**config.mk**
```make
export PLATFORM = sky130hd
export DESIGN_NAME = timer_irq
export DESIGN_NICKNAME = d
export VERILOG_FILES = /design/src/rtl/timer_pkg.sv /design/src/rtl/timer_prescaler.sv /design/src/rtl/timer_irq.sv
export SDC_FILE = /design/constraint.sdc
export NUM_CORES = 1
export LEC_CHECK = 0
export ABC_CLOCK_PERIOD_IN_PS = 4350
export CELL_PAD_IN_SITES_DETAIL_PLACEMENT = 0
export CELL_PAD_IN_SITES_GLOBAL_PLACEMENT = 1
export CORE_MARGIN = 5
export CORE_UTILIZATION = 41
export CTS_CLUSTER_SIZE = 40
export DETAILED_ROUTE_END_ITERATION = 7
export HOLD_SLACK_MARGIN = 0.1
export PLACE_DENSITY_LB_ADDON = 0.1
export SLEW_MARGIN = 20
export SYNTH_ARGS = -nofsm -noshare
export SYNTH_HDL_FRONTEND = slang
export SYNTH_SLANG_ARGS = --single-unit
```
**constraint.sdc**
```tcl
create_clock -name clk -period 4.35 [get_ports clk]
set_input_delay 0.87 -clock clk [delete_from_list [all_inputs] [get_ports clk]]
set_output_delay 0.87 -clock clk [all_outputs]
set_load 0.02 [all_outputs]
```
**src/rtl/timer_pkg.sv**
```systemverilog
// rtl/timer_pkg.sv - shared register offsets, TCON bit positions and defaults for timer_irq
package timer_pkg;

    // Word offsets decoded from Addr[3:2]
    typedef enum logic [1:0] {
        TH_OFS      = 2'd0,
        TL_OFS      = 2'd1,
        TCON_OFS    = 2'd2,
        SYSTICK_OFS = 2'd3
    } reg_ofs_e;

    // TCON bit positions
    localparam int TCON_EN = 0;
    localparam int TCON_IE = 1;
    localparam int TCON_ST = 2;

    // Peripheral window base; the block claims BASE .. BASE+0xF
    localparam logic [31:0] DEFAULT_BASE = 32'h4000_0000;

    // Divider is 16 bits wide, so PRESCALE must lie in 1..PRESCALE_MAX
    localparam int unsigned PRESCALE_MAX = 65536;

    // Packs the control/status bits into the 32-bit TCON read view
    function automatic logic [31:0] tcon_word(input logic en, input logic ie, input logic st);
        return {29'd0, st, ie, en};
    endfunction

endpackage

```
**src/rtl/timer_prescaler.sv**
```systemverilog
// rtl/timer_prescaler.sv - 16-bit clock divider producing a one-cycle count-enable tick
module timer_prescaler #(
    parameter int unsigned PRESCALE = 1
) (
    input  logic clk,
    input  logic reset,
    input  logic en,
    output logic tick
);

    // Last divider value before the tick; PRESCALE=65536 maps to 16'hFFFF
    localparam logic [15:0] TERMINAL = 16'(PRESCALE - 1);

    logic [15:0] div_q;
    logic [15:0] div_d;

    // Count 0..PRESCALE-1 while enabled; hold at 0 when disabled so a fresh
    // enable always waits a full PRESCALE period before the first tick
    always_comb begin
        tick  = en && (div_q == TERMINAL);
        div_d = div_q;
        if (!en || tick) begin
            div_d = 16'd0;
        end else begin
            div_d = div_q + 16'd1;
        end
    end

    // Divider state register
    always_ff @(posedge clk) begin
        if (reset) begin
            div_q <= 16'd0;
        end else begin
            div_q <= div_d;
        end
    end

endmodule

```
**src/rtl/timer_irq.sv**
```systemverilog
// rtl/timer_irq.sv - memory-mapped reload timer with level IRQ and free-running SysTick
module timer_irq
    import timer_pkg::*;
#(
    parameter int unsigned PRESCALE = 1,
    parameter logic [31:0] BASE     = DEFAULT_BASE
) (
    input  logic        clk,
    input  logic        reset,
    input  logic [31:0] Addr,
    input  logic [31:0] WriteData,
    input  logic        MemWr,
    input  logic        MemRd,
    output logic [31:0] ReadData,
    output logic        Sel,
    output logic        IRQ,
    output logic [31:0] SysTick
);

    // Register state
    logic [31:0] th_q, th_d;
    logic [31:0] tl_q, tl_d;
    logic        en_q, en_d;
    logic        ie_q, ie_d;
    logic        st_q, st_d;
    logic [31:0] systick_q, systick_d;

    // Bus decode
    logic     sel_hit;
    reg_ofs_e ofs;
    logic     wr_hit;
    logic     wr_th;
    logic     wr_tl;
    logic     wr_tcon;

    // Counting control
    logic     en_eff;
    logic     tick;
    logic     overflow;

    // Byte lane bits are not part of the register decode
    logic     addr_lane_unused;
    assign addr_lane_unused = ^Addr[1:0];

    // Window hit, word offset and per-register write strobes
    always_comb begin
        sel_hit = (Addr[31:4] == BASE[31:4]);
        ofs     = reg_ofs_e'(Addr[3:2]);
        wr_hit  = MemWr && sel_hit;
        wr_th   = wr_hit && (ofs == TH_OFS);
        wr_tl   = wr_hit && (ofs == TL_OFS);
        wr_tcon = wr_hit && (ofs == TCON_OFS);
    end

    // A store that clears EN stops counting on its own edge; a store that
    // sets EN only starts counting from the following edge
    always_comb begin
        en_eff = en_q && !(wr_tcon && !WriteData[TCON_EN]);
    end

    timer_prescaler #(
        .PRESCALE (PRESCALE)
    ) u_prescaler (
        .clk   (clk),
        .reset (reset),
        .en    (en_eff),
        .tick  (tick)
    );

    // Next-state for TH/TL/TCON/SYSTICK with CPU-store and overflow priorities
    always_comb begin
        overflow  = tick && (tl_q == 32'hFFFF_FFFF);

        th_d      = th_q;
        tl_d      = tl_q;
        en_d      = en_q;
        ie_d      = ie_q;
        st_d      = st_q;
        systick_d = systick_q + 32'd1;

        if (wr_th) begin
            th_d = WriteData;
        end

        // CPU store to TL wins; a reload always uses the TH value held before this edge
        if (wr_tl) begin
            tl_d = WriteData;
        end else if (tick) begin
            tl_d = overflow ? th_q : (tl_q + 32'd1);
        end

        if (wr_tcon) begin
            en_d = WriteData[TCON_EN];
            ie_d = WriteData[TCON_IE];
            st_d = WriteData[TCON_ST];
        end

        // A fresh overflow must never be lost to a concurrent clearing store
        if (overflow && ie_q) begin
            st_d = 1'b1;
        end
    end

    // Register file state
    always_ff @(posedge clk) begin
        if (reset) begin
            th_q      <= 32'd0;
            tl_q      <= 32'd0;
            en_q      <= 1'b0;
            ie_q      <= 1'b0;
            st_q      <= 1'b0;
            systick_q <= 32'd0;
        end else begin
            th_q      <= th_d;
            tl_q      <= tl_d;
            en_q      <= en_d;
            ie_q      <= ie_d;
            st_q      <= st_d;
            systick_q <= systick_d;
        end
    end

    // Zero-latency read mux, driven to 0 whenever the block is not addressed for a load
    always_comb begin
        ReadData = 32'd0;
        if (sel_hit && MemRd) begin
            unique case (ofs)
                TH_OFS:      ReadData = th_q;
                TL_OFS:      ReadData = tl_q;
                TCON_OFS:    ReadData = tcon_word(en_q, ie_q, st_q);
                SYSTICK_OFS: ReadData = systick_q;
                default:     ReadData = 32'd0;
            endcase
        end
    end

    // Outputs straight from the decode and registers
    always_comb begin
        Sel     = sel_hit;
        IRQ     = ie_q && st_q;
        SysTick = systick_q;
    end

endmodule
```
# == Word level (Yosys, flattened, before mapping) ==
# Cells that the tools add are included.
# classes
n_mux,7
n_addsub,3
reduce_logical,20
n_eq_ne,5
# op_table
cell,n
two-way mux 32 bit,4
one-hot mux 32 bit (4 select lines),1
"adder 32 x 1 -> 32 bit, second input constant",2
"equality test 32 bit, second input constant",1
"equality test 28 x 27 -> 1 bit, second input constant",1
"adder 16 x 1 -> 16 bit, second input constant",1
logical NOT 16 bit,1
logical AND 1 bit,11
"equality test 2 bit, second input constant",2
nonzero test 2 bit,2
logical NOT 1 bit,3
"equality test 2 x 1 -> 1 bit, second input constant",1
logical NOT 2 bit,1
two-way mux 1 bit,2
OR reduction 2 bit,1
logical OR 1 bit,1
# totals
ff_bits,115
input_bits,68

# == Logic depth before layout (Yosys ltp) ==
# Gate-level depths: netlist of run 1.
# depth
ltp_word,11
ltp_mapped,10
depth_no_buf,8

# == Cells and area by module ==
# From an unflattened synthesis of run 1, not the netlist that was laid out.
# hier_totals
hier_cells,849
hier_area_um2,6820.3
# modules_own_cells
mod,area_per_inst_um2,instances,cells_each,seq_area_each_um2
timer_irq,6060.8,1,763,1981.9
timer_prescaler,759.5,1,86,320.3

# == Worst setup path before layout of run 1 ==
# Ideal clock, no wire load.
# synth_timing
path_kind,input to output
startpoint,in Addr[7]
endpoint,out ReadData[21]
cell_stages,8
slack_ns,0.664
t_required_ns,3.480
arrival_time_ns,2.816
cell_sequence,or4_1 > nor3_1 > and2_1 > buf_2 > nand2_1 > clkbuf_1 > buf_1 > nor2_1
# synth_via
elab_chain_cells,3
# synth_lines
item,line_no,text
"start, declared",timer_irq.sv:10,"input logic [31:0] Addr,"
equality test 28 x 27 -> 1 bit,timer_irq.sv:47,sel_hit = (Addr[31:4] == BASE[31:4]);
net Sel,timer_irq.sv:15,"output logic Sel,"
logical AND 1 bit,timer_irq.sv:126,if (sel_hit && MemRd) begin
two-way mux 32 bit,timer_irq.sv:126,
"end, declared",timer_irq.sv:14,"output logic [31:0] ReadData,"
# The timed path passes the listed nets, and every way through them passes these cells.

# == Worst setup path in the final report of run 1 ==
# layout_timing
startpoint,in Addr[7]
endpoint,out ReadData[27]
# layout_via
elab_chain_cells,3
# layout_lines
item,line_no
equality test 28 x 27 -> 1 bit,timer_irq.sv:47
logical AND 1 bit,timer_irq.sv:126
two-way mux 32 bit,timer_irq.sv:126
# Every way passes these cells.

==> results_dict.tcl, run 1 <==
set metrics [dict create \
    status "finished clean" \
    drc 0 \
    cp-end-kind "output port" \
    synthFlopType "dfxtp_1" \
    maxSlewHeadroom 0.291 \
    dieWidth_um 136 \
    startpoint "Addr[7]" \
    clock_skew_ns 0.00691 \
    cp_cell_sequence "clkdlybuf4s50_1 > or4_1 > nor3_2 > and2_1 > nand2_1 > buf_12 > nor2_1 > clkdlybuf4s50_1" \
    grt_first_pass_wirelength_um 33300 \
    die_h_um 136 \
    drt_iter0_markers 486 \
    postSynthCellCount 857 \
    wl_um 21500 \
    ios 134 \
    drv_slew 0 \
    hp-class "reg -> reg" \
    tritoncts "done" \
    num_rows 46 \
    diodes 0 \
    hold_viol 0 \
    dieArea_um2 18600 \
    stdcell_count 1208 \
    nNetsFinal 1051 \
    antenna_left 0 \
    cts_setup_buffers 0 \
    synth_edf_count 0 \
    synthTopCellsByArea "dfxtp_1 (35%), nor2_1 (7.8%), a21oi_1 (7.3%), nand2_1 (6.5%), mux2i_1 (5.5%)" \
    synth_nets 929 \
    grt_pass1_vias 6197 \
    area_growth_pct 32.0 \
    synthArstFlopShare 0 \
    vias 6812 \
    min_period_ns 4.13 \
    synth_most_common_cell "nor2_1" \
    clock-sinks 115 \
    firstDrtPassIters 5 \
    reg2reg_from "u_prescaler.div_q[0]" \
    power_uw 2610 \
    dp_hpwl_um 15800 \
    synthTopCellsByCount "nor2_1 (135), dfxtp_1 (115), nand2_1 (114)" \
    viasPerCell 5.64 \
    maxCapViolations 0 \
    crit_arrival_ns 3.26 \
    synth_area_leader_cell "dfxtp_1" \
    numCtsBuffers 17 \
    netlist_area_um2 6540 \
    avgSynthCellArea_um2 7.63 \
    pre_cts_slack_ns 0.121 \
    slowest_stage "clkdlybuf4s50_1" \
    fin_setup_tns_ns 0 \
    core-area_um2 15800 \
    crit_path_max_fanout 29 \
    ys_seq_area_frac 0.352 \
    cts.clk_slew.worst_paths_ns 0.06 \
    cts.path.max_buffers 2 \
    p_leak_uw 0.00294 \
    wire_per_inst_um 17.8 \
    setup_ws_ns 0.218 \
    critPathLaunchType "primary input" \
    clock.fmax_mhz 242 \
    required_ns 3.48 \
    cts-root-buf "clkbuf_16" \
    io_buffers 131 \
    worstMarginPinSlew_ns 1.05 \
    placed_cells 1176 \
    drive_gt1_frac 0.0786 \
    p_per_area_nw_per_um2 303 \
    place_congestion 0.902 \
    cpMostUsedCell "clkdlybuf4s50_1" \
    synthDistinctLibCells 63 \
    yosys_warnings 0 \
    grt.total_usage 0.229 \
    critical_path.max_stage_delay_ns 0.63 \
    synth_top_area_frac 0.352 \
    grt_max_degree 41 \
    clock_latency_ns 0.42 \
    synth-seq-cells 115 \
    peakVddDrop_mv 0.326 \
    setup_viol 0 \
    grt_setup_unrepaired "no" \
    antenna_found_initial 0 \
    h-tree-depth 4 \
    start_util 0.415 \
    worstHoldStart "th_q[17]" \
    critPathKind "in -> out" \
    finalCritPeriodShare 0.950 \
    grt_overflow 0 \
]
[area by class of cell]
type	count	area [um^2]
multi-input combinational	676	3910
fill	1492	7140
clock inverter	11	129
clock buffer	21	470
inverter	14	52.6
tap	216	270
sequential	115	2300
timing repair buffer	155	1490
[placed cells by master (no fill, tap or decap), drive strengths merged, types with 16 or more instances in the layout]
cell type and n:
clkbuf 21, nor2 136, dfxtp 115, mux2i 36, o21ai 33, buf 26, nand2 114, xor2 16
nor3 21, nand3 35, clkdlybuf4s50 129, or3 17, and3 22, nand4 16, xnor2 18, a21oi 95
[worst max-delay path: cells and delay by family]
kind	cells	cell delay, ns
buffers and inverters	3	1.19
AND/OR/NAND/NOR	5	1.18
[final timing paths]
| check | endpoint | slack, ns | cells after the start |
|---|---|---|---|
| worst max register to register | tl_q[28] | 1.50 | 8 |
| worst min-delay path | th_q[17] | 0.47 | 2 |
| worst max-delay path | ReadData[27] | 0.22 | 8 |
| worst min register to register | th_q[17] | 0.47 | 2 |
[logic make-up after synthesis]
| group | after synthesis | synth area share |
|---|---|---|
| flip-flops | 115 | 0.352 |
| XOR/XNOR | 34 | 0.0455 |
| adder cells (fa/ha/maj) | 4 | 0.00766 |
| AO/OA/AOI/OAI | 188 | 0.174 |
| multiplexers | 44 | 0.0741 |
| buffers and inverters | 66 | 0.0505 |
| AND/OR/NAND/NOR | 406 | 0.296 |
[repair_timing]
action                                 CTS  global route
gates resized for setup                  0             1
endpoints found under the hold margin    0             0
setup endpoints to repair                0             1
hold buffers                             0             0
[per-stage QoR]
| stage | util | hold slack [ns] | cell area [um^2] |
|---|---|---|---|
| after detailed placement | 0.509 | 0.464 | 8030 |
| after global routing | 0.547 | 0.492 | 8630 |
| after CTS | 0.547 | 0.472 | 8630 |
| final | 0.547 | 0.472 | 8630 |
| after global placement | 0.509 | 0.453 | 8020 |
| after floorplan | - | 0.441 | 6540 |
[routing by layer]
layer / track usage / part of all wire
met1: 0.324 / 0.46
met3: 0.0477 / 0.076
met4: 0.0845 / 0.020
met2: 0.344 / 0.44
met5: 0 / 0
[power breakdown]
part           internal (uW)  switching, uW  total, uW
Sequential              1060           6.57       1060
Combinational           74.7           61.5        136
Clock                    890            523       1410
[state kept, by name, indices dropped and copies added, names as in the netlist]
name,count
st_q,1
SysTick,32
en_q,1
tl_q,32
u_prescaler.div_q,16
ie_q,1
th_q,32
(Power assumes the default switching activity.)
==> run 2: changes to the inputs <==
--- a/config.mk
+++ b/config.mk
@@ -8,6 +8,7 @@
 export ABC_CLOCK_PERIOD_IN_PS = 4350
 export CELL_PAD_IN_SITES_DETAIL_PLACEMENT = 0
 export CELL_PAD_IN_SITES_GLOBAL_PLACEMENT = 1
+export CORE_ASPECT_RATIO = 2
 export CORE_MARGIN = 5
 export CORE_UTILIZATION = 41
 export CTS_CLUSTER_SIZE = 40
==> results_dict.tcl, run 2 (synthesis results as in run 1) <==
set metrics [dict create \
    met1_length_um 7800 \
    peakVddDrop_mv 0.280 \
    critPathLaunchType "primary input" \
    drive_gt1_frac 0.0740 \
    layout_common_cells "nor2_1 (134), clkdlybuf4s50_1 (129), dfxtp_1 (115)" \
    p_leak_uw 0.00291 \
    grt.total_usage 0.254 \
    drt_iter0_markers 422 \
    hold_buffers 0 \
    wire_per_inst_um 19.9 \
    area_growth_pct 30.8 \
    cts.clk_slew.worst_paths_ns 0.05 \
    firstDrtPassIters 6 \
    slowest_stage "clkdlybuf4s50_1" \
    grt_setup_unrepaired "no" \
    grt_overflow 0 \
    dp_hpwl_um 18000 \
    clock-sinks 115 \
    ios 134 \
    status "finished clean" \
    h-tree-depth 4 \
    antenna_left 0 \
    cpMostUsedCell "clkdlybuf4s50_1" \
    min_period_ns 4.27 \
    mostFrequentLayoutCell "nor2_1" \
    hp-class "reg -> reg" \
    cp-end-kind "output port" \
    r2r_cells 6 \
    critPathKind "in -> out" \
    clock_latency_ns 0.42 \
    top_layer "met4" \
    numCtsBuffers 17 \
    grt_max_degree 46 \
    num_rows 65 \
    nNetsFinal 1049 \
    maxCapViolations 0 \
    clock_skew_ns 0.00778 \
    critical_path.max_stage_delay_ns 0.62 \
    cts.path.max_buffers 2 \
    grt_pass1_vias 7181 \
    required_ns 3.48 \
    drc 0 \
    dieWidth_um 99.3 \
    tritoncts "done" \
    power_uw 2540 \
    wl_um 23700 \
    io_buffers 131 \
    setup_viol 0 \
    fin_hold_ws_ns 0.469 \
    cp_cell_sequence "clkdlybuf4s50_1 > or4_1 > nor3_2 > and2_1 > nand2_1 > buf_4 > nor2_1 > clkdlybuf4s50_1" \
    met3_length_um 1050 \
    start_util 0.417 \
    maxSlewHeadroom 0.380 \
    core-area_um2 15700 \
    vias 6925 \
    cts-root-buf "clkbuf_16" \
    die_h_um 189 \
    hold_path_depth 2 \
    clock.fmax_mhz 234 \
    antenna_found_initial 2 \
    cts_setup_buffers 0 \
    place_congestion 0.872 \
    fillCellCount 1528 \
    viasPerCell 5.82 \
    met2_length_um 13100 \
    crit_path_max_fanout 19 \
    crit_arrival_ns 3.40 \
    dieArea_um2 18700 \
    drv_slew 0 \
    hold_viol 0 \
    worstMarginPinSlew_ns 0.930 \
    finalCritPeriodShare 0.981 \
    grt_first_pass_wirelength_um 37000 \
    p_per_area_nw_per_um2 297 \
]
run 2: cell count changes in the layout (fill, tap and decap cells not counted), sizes merged:
cell and change:
clkbuf +3, clkinv -3, buf -2, clkinvlp -2, diode +2, bufinv -1
run 2: timing repair:
item,CTS,global route
hold endpoints to repair,0,0
setup endpoints to repair,14,0
resized for setup,1,0
run 2: worst paths after layout:
path / start / endpoint / slack, ns
min reg2reg: th_q[3] / th_q[3] / 0.47
max: Addr[7] / ReadData[6] / 0.08
min: th_q[3] / th_q[3] / 0.47
max reg2reg: tl_q[4] / tl_q[21] / 1.31
run 2: power by group:
group | total, uW | internal, uW | leakage, uW | switching (uW)
combinational | 137 | 73.3 | 0.00170 | 63.3
sequential | 1070 | 1060 | 0.000927 | 6.97
clock | 1330 | 861 | 0.000284 | 473
total | 2540 | 1990 | 0.00291 | 544
run 2: area by class of cell:
type                            instances  area (um^2)  share of cell area
Tap cell                              201          251              0.0294
Clock inverter                          5         50.0             0.00585
Multi-Input combinational cell        676         3910               0.457
Sequential cell                       115         2300               0.269
Clock buffer                           24          512              0.0598
Inverter                               14         52.6             0.00614
Timing Repair Buffer                  153         1470               0.171
Antenna cell                            2         5.00            0.000585
run 2: through the flow:
step / instances / worst slack, ns / setup TNS, ns / instance area (um^2) / utilization
after global placement: 1159 / 0.0184 / 0 / 7980 / 0.508
after floorplan: 857 / 0.664 / 0 / 6540 / -
final: 1190 / 0.0816 / 0 / 8550 / 0.545
after detailed placement: 1159 / -0.0300 / -0.0851 / 7980 / 0.508
after global routing: 1190 / 0.0189 / 0 / 8550 / 0.545
after CTS: 1188 / 0.0698 / 0 / 8540 / 0.544
run 2: routing by layer:
| layer | track usage | up-vias |
|---|---|---|
| li1 | - | 3288 |
| met1 | 0.234 | 3299 |
| met2 | 0.474 | 246 |
| met3 | 0.0419 | 92 |
| met4 | 0.203 | 0 |
| met5 | 0 | - |
run 2: worst max-delay path: cells and delay by family:
kind	cells	cell delay, ns
AND/OR/NAND/NOR	5	1.27
buffers and inverters	3	1.25
